<file path="src/rtl/cache_pkg.sv">
// Shared types for the cache controller: sequencing states and memory operation kinds.
package cache_pkg;

    typedef enum logic [2:0] {
        IDLE      = 3'd0,
        LOOKUP    = 3'd1,
        VICTIM    = 3'd2,
        WB_REQ    = 3'd3,
        WB_DATA   = 3'd4,
        FILL_REQ  = 3'd5,
        FILL_DATA = 3'd6,
        INSTALL   = 3'd7
    } ctrl_state_e;

    typedef enum logic {
        FILL      = 1'b0,
        WRITEBACK = 1'b1
    } mem_op_e;

endpackage

</file>
<file path="src/rtl/cache_controller_beat_counter.sv">
// Beat counter for line transfers; wraps to zero after the last beat of a line.
module beat_counter #(
    parameter int WIDTH = 2
) (
    input  logic             clk,
    input  logic             reset,
    input  logic             clear,
    input  logic             advance,
    output logic [WIDTH-1:0] count,
    output logic             last
);

    logic [WIDTH-1:0] count_r;

    // Beat position within the current transfer.
    always_ff @(posedge clk or posedge reset) begin
        if (reset) begin
            count_r <= {WIDTH{1'b0}};
        end else if (clear) begin
            count_r <= {WIDTH{1'b0}};
        end else if (advance) begin
            count_r <= count_r + WIDTH'(1'b1);
        end else begin
            count_r <= count_r;
        end
    end

    assign count = count_r;
    assign last  = &count_r;

endmodule

</file>
<file path="src/rtl/cache_controller.sv">
// Cache sequencing FSM: resolves hits in one lookup, handles misses by
// victim writeback, line fill, install and lookup replay.
module cache_controller
    import cache_pkg::*;
#(
    parameter bit  READ_ONLY      = 1'b0,
    parameter int  WORDS_PER_LINE = 4,
    localparam int WORD_IDX_SIZE  = $clog2(WORDS_PER_LINE)
) (
    input  logic                     clk,
    input  logic                     reset,
    input  logic                     cpu_req_valid,
    input  logic                     cpu_req_write,
    output logic                     cpu_req_ready,
    output logic                     cpu_resp_valid,
    input  logic                     valid_block_match,
    input  logic                     valid_dirty_bit,
    output logic                     miss_recovery_mode,
    output logic                     process_lru_counters,
    output logic                     clear_selected_valid_bit,
    output logic                     finish_new_line_install,
    output logic                     clear_selected_dirty_bit,
    output logic                     set_selected_dirty_bit,
    output logic                     data_we_cpu,
    output logic                     data_we_fill,
    output logic [WORD_IDX_SIZE-1:0] word_index,
    output logic                     mem_req_valid,
    output logic                     mem_req_write,
    output logic                     mem_addr_victim,
    input  logic                     mem_req_ready,
    output logic                     mem_wvalid,
    input  logic                     mem_wready,
    input  logic                     mem_rvalid
);

    ctrl_state_e state_r;
    mem_op_e     mem_op_s;
    logic        last_s;
    logic        clear_s;
    logic        advance_s;
    logic        store_s;
    logic        victim_dirty_s;

    // An instruction-cache build never stores and never sees a dirty victim.
    assign store_s        = cpu_req_write & ~READ_ONLY;
    assign victim_dirty_s = valid_dirty_bit & ~READ_ONLY;

    assign clear_s   = (state_r == IDLE) | (state_r == WB_REQ) | (state_r == FILL_REQ);
    assign advance_s = ((state_r == WB_DATA) & mem_wready) | ((state_r == FILL_DATA) & mem_rvalid);

    beat_counter #(
        .WIDTH (WORD_IDX_SIZE)
    ) u_beat_counter (
        .clk     (clk),
        .reset   (reset),
        .clear   (clear_s),
        .advance (advance_s),
        .count   (word_index),
        .last    (last_s)
    );

    // Request sequencing state.
    always_ff @(posedge clk or posedge reset) begin
        if (reset) begin
            state_r <= IDLE;
        end else begin
            case (state_r)
                IDLE:      state_r <= cpu_req_valid ? LOOKUP : IDLE;
                LOOKUP:    state_r <= valid_block_match ? IDLE : VICTIM;
                VICTIM:    state_r <= victim_dirty_s ? WB_REQ : FILL_REQ;
                WB_REQ:    state_r <= mem_req_ready ? WB_DATA : WB_REQ;
                WB_DATA:   state_r <= (mem_wready & last_s) ? FILL_REQ : WB_DATA;
                FILL_REQ:  state_r <= mem_req_ready ? FILL_DATA : FILL_REQ;
                FILL_DATA: state_r <= (mem_rvalid & last_s) ? INSTALL : FILL_DATA;
                INSTALL:   state_r <= LOOKUP;
                default:   state_r <= IDLE;
            endcase
        end
    end

    // Control strobes decoded from the current state and handshake inputs.
    always_comb begin
        cpu_req_ready            = 1'b0;
        cpu_resp_valid           = 1'b0;
        miss_recovery_mode       = 1'b0;
        process_lru_counters     = 1'b0;
        clear_selected_valid_bit = 1'b0;
        finish_new_line_install  = 1'b0;
        clear_selected_dirty_bit = 1'b0;
        set_selected_dirty_bit   = 1'b0;
        data_we_cpu              = 1'b0;
        data_we_fill             = 1'b0;
        mem_req_valid            = 1'b0;
        mem_addr_victim          = 1'b0;
        mem_wvalid               = 1'b0;
        mem_op_s                 = FILL;
        case (state_r)
            IDLE: begin
                cpu_req_ready = 1'b1;
            end
            LOOKUP: begin
                process_lru_counters   = valid_block_match;
                cpu_resp_valid         = valid_block_match;
                set_selected_dirty_bit = valid_block_match & store_s;
                data_we_cpu            = valid_block_match & store_s;
            end
            VICTIM: begin
                miss_recovery_mode       = 1'b1;
                clear_selected_valid_bit = ~victim_dirty_s;
            end
            WB_REQ: begin
                miss_recovery_mode = 1'b1;
                mem_req_valid      = 1'b1;
                mem_op_s           = WRITEBACK;
                mem_addr_victim    = 1'b1;
            end
            WB_DATA: begin
                miss_recovery_mode       = 1'b1;
                mem_wvalid               = 1'b1;
                mem_addr_victim          = 1'b1;
                clear_selected_dirty_bit = mem_wready & last_s & ~READ_ONLY;
                clear_selected_valid_bit = mem_wready & last_s;
            end
            FILL_REQ: begin
                miss_recovery_mode = 1'b1;
                mem_req_valid      = 1'b1;
                mem_op_s           = FILL;
            end
            FILL_DATA: begin
                miss_recovery_mode = 1'b1;
                data_we_fill       = mem_rvalid;
            end
            INSTALL: begin
                miss_recovery_mode      = 1'b1;
                finish_new_line_install = 1'b1;
            end
            default: begin
                cpu_req_ready = 1'b1;
            end
        endcase
    end

    assign mem_req_write = (mem_op_s == WRITEBACK);

endmodule

</file>
<file path="config.mk">
export PLATFORM = sky130hd
export DESIGN_NAME = cache_controller
export DESIGN_NICKNAME = d
export VERILOG_FILES = /design/src/rtl/cache_pkg.sv /design/src/rtl/cache_controller_beat_counter.sv /design/src/rtl/cache_controller.sv
export SDC_FILE = /design/constraint.sdc
export NUM_CORES = 1
export LEC_CHECK = 0
export CAP_MARGIN = 20
export CORE_MARGIN = 2
export CORE_UTILIZATION = 30
export CTS_CLUSTER_DIAMETER = 60
export CTS_CLUSTER_SIZE = 28
export DETAILED_ROUTE_END_ITERATION = 10
export PLACE_DENSITY_LB_ADDON = 0.05
export SLEW_MARGIN = 25
export SYNTH_ARGS = -nofsm -noshare
export SYNTH_HDL_FRONTEND = slang
export SYNTH_SLANG_ARGS = --single-unit
</file>
<file path="constraint.sdc">
create_clock -name clk -period 3.45 [get_ports clk]
set_clock_uncertainty 0.1 [all_clocks]
set_input_delay 0.69 -clock clk [delete_from_list [all_inputs] [get_ports clk]]
set_output_delay 0.69 -clock clk [all_outputs]
set_load 0.02 [all_outputs]
</file>
# Yosys cells after proc, flatten, opt, wreduce, memory -nomap -nowiden
# Cells that the tools add are included.
# word_totals
latchBits	0
elab_cells	47
memories	0
ff_bits	5
inputBits	9
output_inout_bits	16
romBits	0
ram_bits	0
# classes
n_mux	22
magnitude_cmp	0
div_mod_pow	0
n_bitwise	9
mul	0
addsub	1
shift	0
n_eq_ne	7
n_reduce_logical	6
# ops
op	n
case mux 3 bit (8 select lines)	1
two-way mux 1 bit	14
== test 3 bit, second input constant	4
two-way mux 2 bit	4
== test 3 x 2 -> 1 bit, second input constant	2
two-way mux 3 bit	2
OR reduction 6 bit	1
bitwise AND 1 bit	5
OR reduction 2 bit	2
== test 3 x 1 -> 1 bit, second input constant	1
logical NOT 3 bit	1
OR 1 bit	3
adder 2 x 1 -> 2 bit, second input constant	1
case mux 1 bit (2 select lines)	1
AND reduction 2 bit	1
nonzero test 2 bit	1
NOT 1 bit	1

# Depth between registers and ports, before layout
# depth
word_depth	5
ltp_mapped	5
ltp_nobuf	4

# Hierarchy
# A second synthesis with hierarchy kept.
# hier_totals
hier_cells	54
hier_area_um2	466.7
# by_module_without_submodules
mod	cells_each	seq_area_each_um2	instances	area_per_inst_um2
cache_controller	46	75.1	1	374.1
beat_counter	8	50.0	1	92.6

# Worst setup path before layout
# OpenSTA, ideal clock, no wires.
# synth_path
path_kind	input-to-output
from	input port valid_block_match
to	output port set_selected_dirty_bit
path_slack_ns	1.214
stages	3
t_arrival_ns	1.446
path_buffers	1
t_required_ns	2.660
path_cell_list	and3_1 and2_1 buf_4
# synth_between
elab_chain_cells	2
# synth_lines
item	line_no	rtl
start, declared	cache_controller.sv:16	input logic valid_block_match,
bitwise AND 1 bit	--	
two-way mux 1 bit	--	
end, declared	cache_controller.sv:23	output logic set_selected_dirty_bit,
# Every way passes these cells.

# Worst setup path in the final report
# layout_path
from	input port valid_block_match
to	output port data_we_cpu
# layout_between
elab_chain_cells	2
# layout_lines
item	line_no	rtl
bitwise AND 1 bit	cache_controller.sv:105	data_we_cpu = valid_block_match & store_s;
two-way mux 1 bit	cache_controller.sv:97	case (state_r)
end, declared	cache_controller.sv:24	output logic data_we_cpu,
# Every way passes these cells.

==> results_dict.tcl <==
set metrics [dict create \
    endpoint_kind "primary output" \
    p_per_area_nw_per_um2 876 \
    clock.fmax_ghz 0.348 \
    multi_input_area_um2 240 \
    n_antenna_cell 0 \
    synth_seq_cells 5 \
    vias_per_cell 4.76 \
    synth.cell_area_um2 444 \
    r2r_cells 4 \
    comb_power_share_pct 63.6 \
    grt_max_degree 17 \
    crit_type "primary input to primary output" \
    wl_per_cell_um 9.81 \
    rsz0062_at_grt "false" \
    row_count 13 \
    track_usage_pct 12.5 \
    h-tree-depth 1 \
    first_global_vias 408 \
    yosysTopAreaCell "dfrtp_1" \
    ctsHoldBuffers 0 \
    start_util_pct 32.9 \
    r2r_start "state_r[1]$_DFF_PP0_" \
    post-place-ws_ns 0.558 \
    nFillCells 135 \
    min_from "u_beat_counter.count[0]$_DFFE_PP0P_" \
    cts_made_buffers 3 \
    sw_frac_of_total_pct 46.8 \
    totalWireLength_um 981 \
    worst_pin_slew_ns 0.424 \
    first_pass_iters 3 \
    r2r_setup_slack_ns 2.08 \
    die_w_um 42.5 \
    dieHeight_um 42.5 \
    slew_headroom_pct 71.7 \
    globalplace.congestion 0.753 \
    yosys_warnings 0 \
    setup_slack_ns 0.573 \
    slew_violations 0 \
    setup_tns_ns 0 \
    grt_first_pass_wirelength_um 1700 \
    leakagePower_nw 0.310 \
    syn_to_final_growth_pct 54.1 \
    ant_nets 0 \
    min_path_cells 1 \
    cp.arrival_ns 2.09 \
    layout.area.seq_um2 125 \
    cp.required_ns 2.66 \
    synth.distinct_cells 22 \
    synthTopCellsByArea "dfrtp_1, inv_1, nor2_1" \
    outcome "complete, no violations" \
    timing.rr.end "u_beat_counter.count[0]$_DFFE_PP0P_" \
    synth_nets 72 \
    drt-initial-drc-count 2 \
    netlist_instances 62 \
    cts_tree "yes" \
    die-area_um2 1800 \
    startpoint "valid_block_match" \
    max_cap_viol_count 0 \
    post_cts_buffers 0 \
    vias 476 \
    hold_violations 0 \
    yosys.area.top_type_share_pct 28.2 \
    path_cells "clkdlybuf4s50_1, and3_1, and2_1, clkdlybuf4s50_1" \
    drc_errors 0 \
    min_to "u_beat_counter.count[0]$_DFFE_PP0P_" \
    insertion_delay_ns 0.24 \
    critPathLaunchType "primary input" \
    min_path_type "flip-flop to flip-flop" \
    fin_crit_sh_pct 83.4 \
    sequentialPowerShare_pct 25.5 \
    core_region_area_um2 1350 \
    clkTransAtPathRegs_ns 0.04 \
    antenna_found_initial 0 \
    setup_viol 0 \
    seq_area_frac_synth_pct 28.2 \
    nets 96 \
    vdd_drop_max_uv 413 \
    drive_gt1_share_pct 5.88 \
    num_io_pins 25 \
    max_stage_delay_ns 0.60 \
    critPathMaxFanout 3 \
    cts_root_buf "clkbuf_4" \
    grt_overflow 0 \
    portBuffers 24 \
    clockBufferDepth 2 \
    cts_resized 0 \
    cts.sinks 5 \
    p_sw_mw 0.281 \
    critPathSlowestCell "clkdlybuf4s50_1" \
    min_period_ns 2.88 \
    path_common_cell "clkdlybuf4s50_1" \
    avgSynthCellArea_um2 7.16 \
    p_clk_share_pct 10.9 \
    dp_hpwl_um 809 \
    internal_power_mw 0.319 \
]
kinds of logic (layout without fill, tap and decap cells):
logic type	Yosys count	in the layout	share of synthesized area, %
and+or+nand+nor	27	27	28.5
AOI/OAI and AO/OA	14	14	20.3
buffers and inverters	14	37	17.7
DFF	5	5	28.2
adders and majority gates	1	1	2.82
muxes	1	1	2.54
how the worst max path moves through the flow:
stage | endpoint | slack, ns | cells past startpoint
finish | data_we_cpu | 0.57 | 4
global route | data_we_cpu | 0.50 | 4
CTS | data_we_cpu | 0.56 | 4
detailed placement | data_we_cpu | 0.56 | 4
global placement | data_we_cpu | 0.58 | 4
floorplan | set_selected_dirty_bit | 1.21 | 3
state kept, by name, indices dropped and copies added, names as in the netlist:
register and flops:
u_beat_counter.count 2, state_r 3
metrics by stage:
| stage | area [µm²] | power, mW | utilization (%) | hold WS, ns | std cells |
|---|---|---|---|---|---|
| after global placement | 658 | 0.542 | 48.7 | 0.409 | 96 |
| final | 684 | 0.600 | 50.7 | 0.405 | 100 |
| after CTS | 684 | 0.610 | 50.7 | 0.408 | 100 |
| after detailed placement | 658 | 0.541 | 48.7 | 0.404 | 96 |
| after global routing | 684 | 0.654 | 50.7 | 0.427 | 100 |
| after floorplan | 444 | 0.415 | - | 0.369 | 62 |
power groups by stage:
stage	logic, mW	clock network (mW)	registers [mW]
2_1_floorplan	0.289	0	0.125
3_3_place_gp	0.388	0	0.155
3_5_place_dp	0.386	0	0.155
4_1_cts	0.387	0.0693	0.154
5_1_grt	0.420	0.0723	0.161
6_report	0.381	0.0652	0.153
worst max-delay path, delay by kind of cell:
kind	cells	cell delay [ns]
buf+inv	2	1.07
simple gates	2	0.32
cells in the mapped netlist:
master	number
a21oi_1	2
a221oi_1	1
a2bb2oi_1	1
a32oi_1	2
and2_1	1
and2b_1	1
and3_1	1
buf_4	3
buf_6	2
dfrtp_1	5
ha_1	1
inv_1	9
mux2_2	1
nand2_1	7
nand3_1	3
nand4_1	2
nor2_1	8
nor2b_1	2
nor3_1	2
o21ai_0	3
o21ai_1	4
o22a_2	1
cell usage in the layout, fill, tap and decap left out, drive strengths merged, types with 3 or more instances in the layout:
| master | count |
|---|---|
| o21ai | 7 |
| dfrtp | 5 |
| clkbuf | 4 |
| nor2 | 8 |
| inv | 9 |
| nand3 | 3 |
| clkdlybuf4s50 | 24 |
| nand2 | 7 |
area by class of cell:
class | count | share of cell area [%]
multi-input cells | 43 | 35.1
repair buffers | 24 | 35.1
flip-flops and latches | 5 | 18.3
inverters | 9 | 4.94
clock buffers | 4 | 3.84
well taps | 15 | 2.74
layer usage:
metal	global-route usage [%]	share of wire, %
met5	0	0
met4	9.38	1.2
met3	2.59	2.9
met2	16.9	48
met1	17.0	48
Power figures use the tool's default switching activity.
==> RTL edit (same settings) <==
Set the parameter `READ_ONLY` to 1'b1 (it was 1'b0).
--- a/src/rtl/cache_controller.sv
+++ b/src/rtl/cache_controller.sv
@@ -4,5 +4,5 @@
     import cache_pkg::*;
 #(
-    parameter bit  READ_ONLY      = 1'b0,
+    parameter bit  READ_ONLY      = 1'b1,
     parameter int  WORDS_PER_LINE = 4,
     localparam int WORD_IDX_SIZE  = $clog2(WORDS_PER_LINE)
Check against the original RTL: not equivalent (a bounded check fails within 4 cycles, from zero or initial values and one cycle with reset high).
==> RTL edit against the original RTL <==
Routed wire length rose by 0.41%; sequential share of layout area fell by 0.39 points; total power is 0.22% higher; setup slack better by 51 ps; fmax is 1.8% higher; register-to-register slack got worse by 70 ps; final area up 2.2%; count of clock-buffer cells in the layout stayed put; sequential cell count did not move; synthesized cell count is the same; area after synthesis is 21% higher; critical endpoint is now clear_selected_valid_bit; largest cell class unchanged.
==> RTL edit: results (changes against the original RTL) <==
- Internal power: 0.3236 mW (+1.4%)
- The first-pass iteration count of the detailed router came to 4 (+1).
- The met2 global-route usage was 0.1444 (-0.02479).
- Final wirelength: 985 µm (+0.41%)
- The worst hold slack after final layout was 496.2 ps (+90.85 ps).
- Synthesized-area fraction occupied by ao, oa, aoi and oai cells: 0.1776 (-0.02525)
- Maximum vdd drop: 0.0003879 V (-6.1%)
- The largest net degree at the start of global routing is 18 (+1).
- The met1 layer usage reported by global route came to 0.1639 (-0.006262).
- The total sequential power is 0.164 mW (+7%).
- Post-Synth XOR/XNOR Area: 0.01636 (+0.01636)
- The filler cell count came to 188 (+39%).
* Setup slack after placement: 616.5 ps (+58.55 ps)
* Slew headroom: 0.6407 (-0.07663)
- Multiplexer share of the synthesized area: 0.04673 (+0.02138)
- Synth area leaders: sky130_fd_sc_hd__dfrtp_1 23%, sky130_fd_sc_hd__buf_4 7.0%, sky130_fd_sc_hd__buf_6 6.3%
- The share of cells above drive strength 1 was 0.1538 (+0.09502).
- The aggregate global-route resource usage was 0.1091 (-0.01574).
- The final HPWL from detailed placement is 767.1 µm (-5.1%).
* WP data arrival: 2040 ps (-50 ps)
- Final-stage net count: 89 (-7.3%)
* Outcome: finished, final reports clean
- The adder-cell share of the synthesized area was 0.02336 (-0.004805).
* Final Cycle Share: 0.8193 (-0.01465)
- Wire length of the first global-routing pass: 1.642 mm (-3.2%)
* Power Clock: 0.0651 mW (about the same)
- Cell area after placement: 673.1 µm² (+2.3%)
* Library cells used by synthesis: 32 (+45%)
- Ranked by instance count, the synthesized netlist is headed by 6 x sky130_fd_sc_hd__nor2_1, 5 x sky130_fd_sc_hd__buf_4, 5 x sky130_fd_sc_hd__dfrtp_1.
- The routing usage on met3 came to 0.01176 (-0.01410).
- The quantity of I/O buffers inserted on ports came to 19 (-21%).
- Placer congestion estimate: 0.6941 (-7.9%)
- Worst reg-to-reg setup slack: 2010 ps (-70 ps)
* Length of routed wiring on met1: 484 µm (+3.0%)
* Post-detailed-route wirelength per cell: 9.563 µm (-2.5%)
- The part of the power in registers is 0.273 (+0.018).
* Proportion of synthesized chip area in sequential cells: 0.2336 (-0.04805)
- The total instance count after detailed placement came to 99 (+3.1%).
- Static leakage: 0.2960 nW (-4.6%)
[RTL edit: worst min-delay path, cell delays in order (launching register included)]
cell	delay [ps]
sky130_fd_sc_hd__dfrtp_1	380
sky130_fd_sc_hd__nand3b_1	90
sky130_fd_sc_hd__nand3_1	90
[RTL edit: area by class of cell]
cell class	count	area, µm²	area share
Multi-Input combinational cell	47	315.3	0.4508
Tap cell	25	31.28	0.04472
Inverter	3	11.26	0.01610
Sequential cell	5	125.1	0.1789
Timing Repair Buffer	19	190.2	0.2719
Clock buffer	4	26.28	0.03757
[RTL edit: worst paths after layout]
kind	start	end	depth (start not counted)
setup / recovery	mem_wready	clear_selected_valid_bit	4
hold / removal	u_beat_counter.count[1]	u_beat_counter.count[1]	2
setup reg to reg	state_r[1]	u_beat_counter.count[1]	3
hold reg to reg	u_beat_counter.count[1]	u_beat_counter.count[1]	2
max in group asynchronous	reset	state_r[0]	2
min in group asynchronous	reset	u_beat_counter.count[1]	2
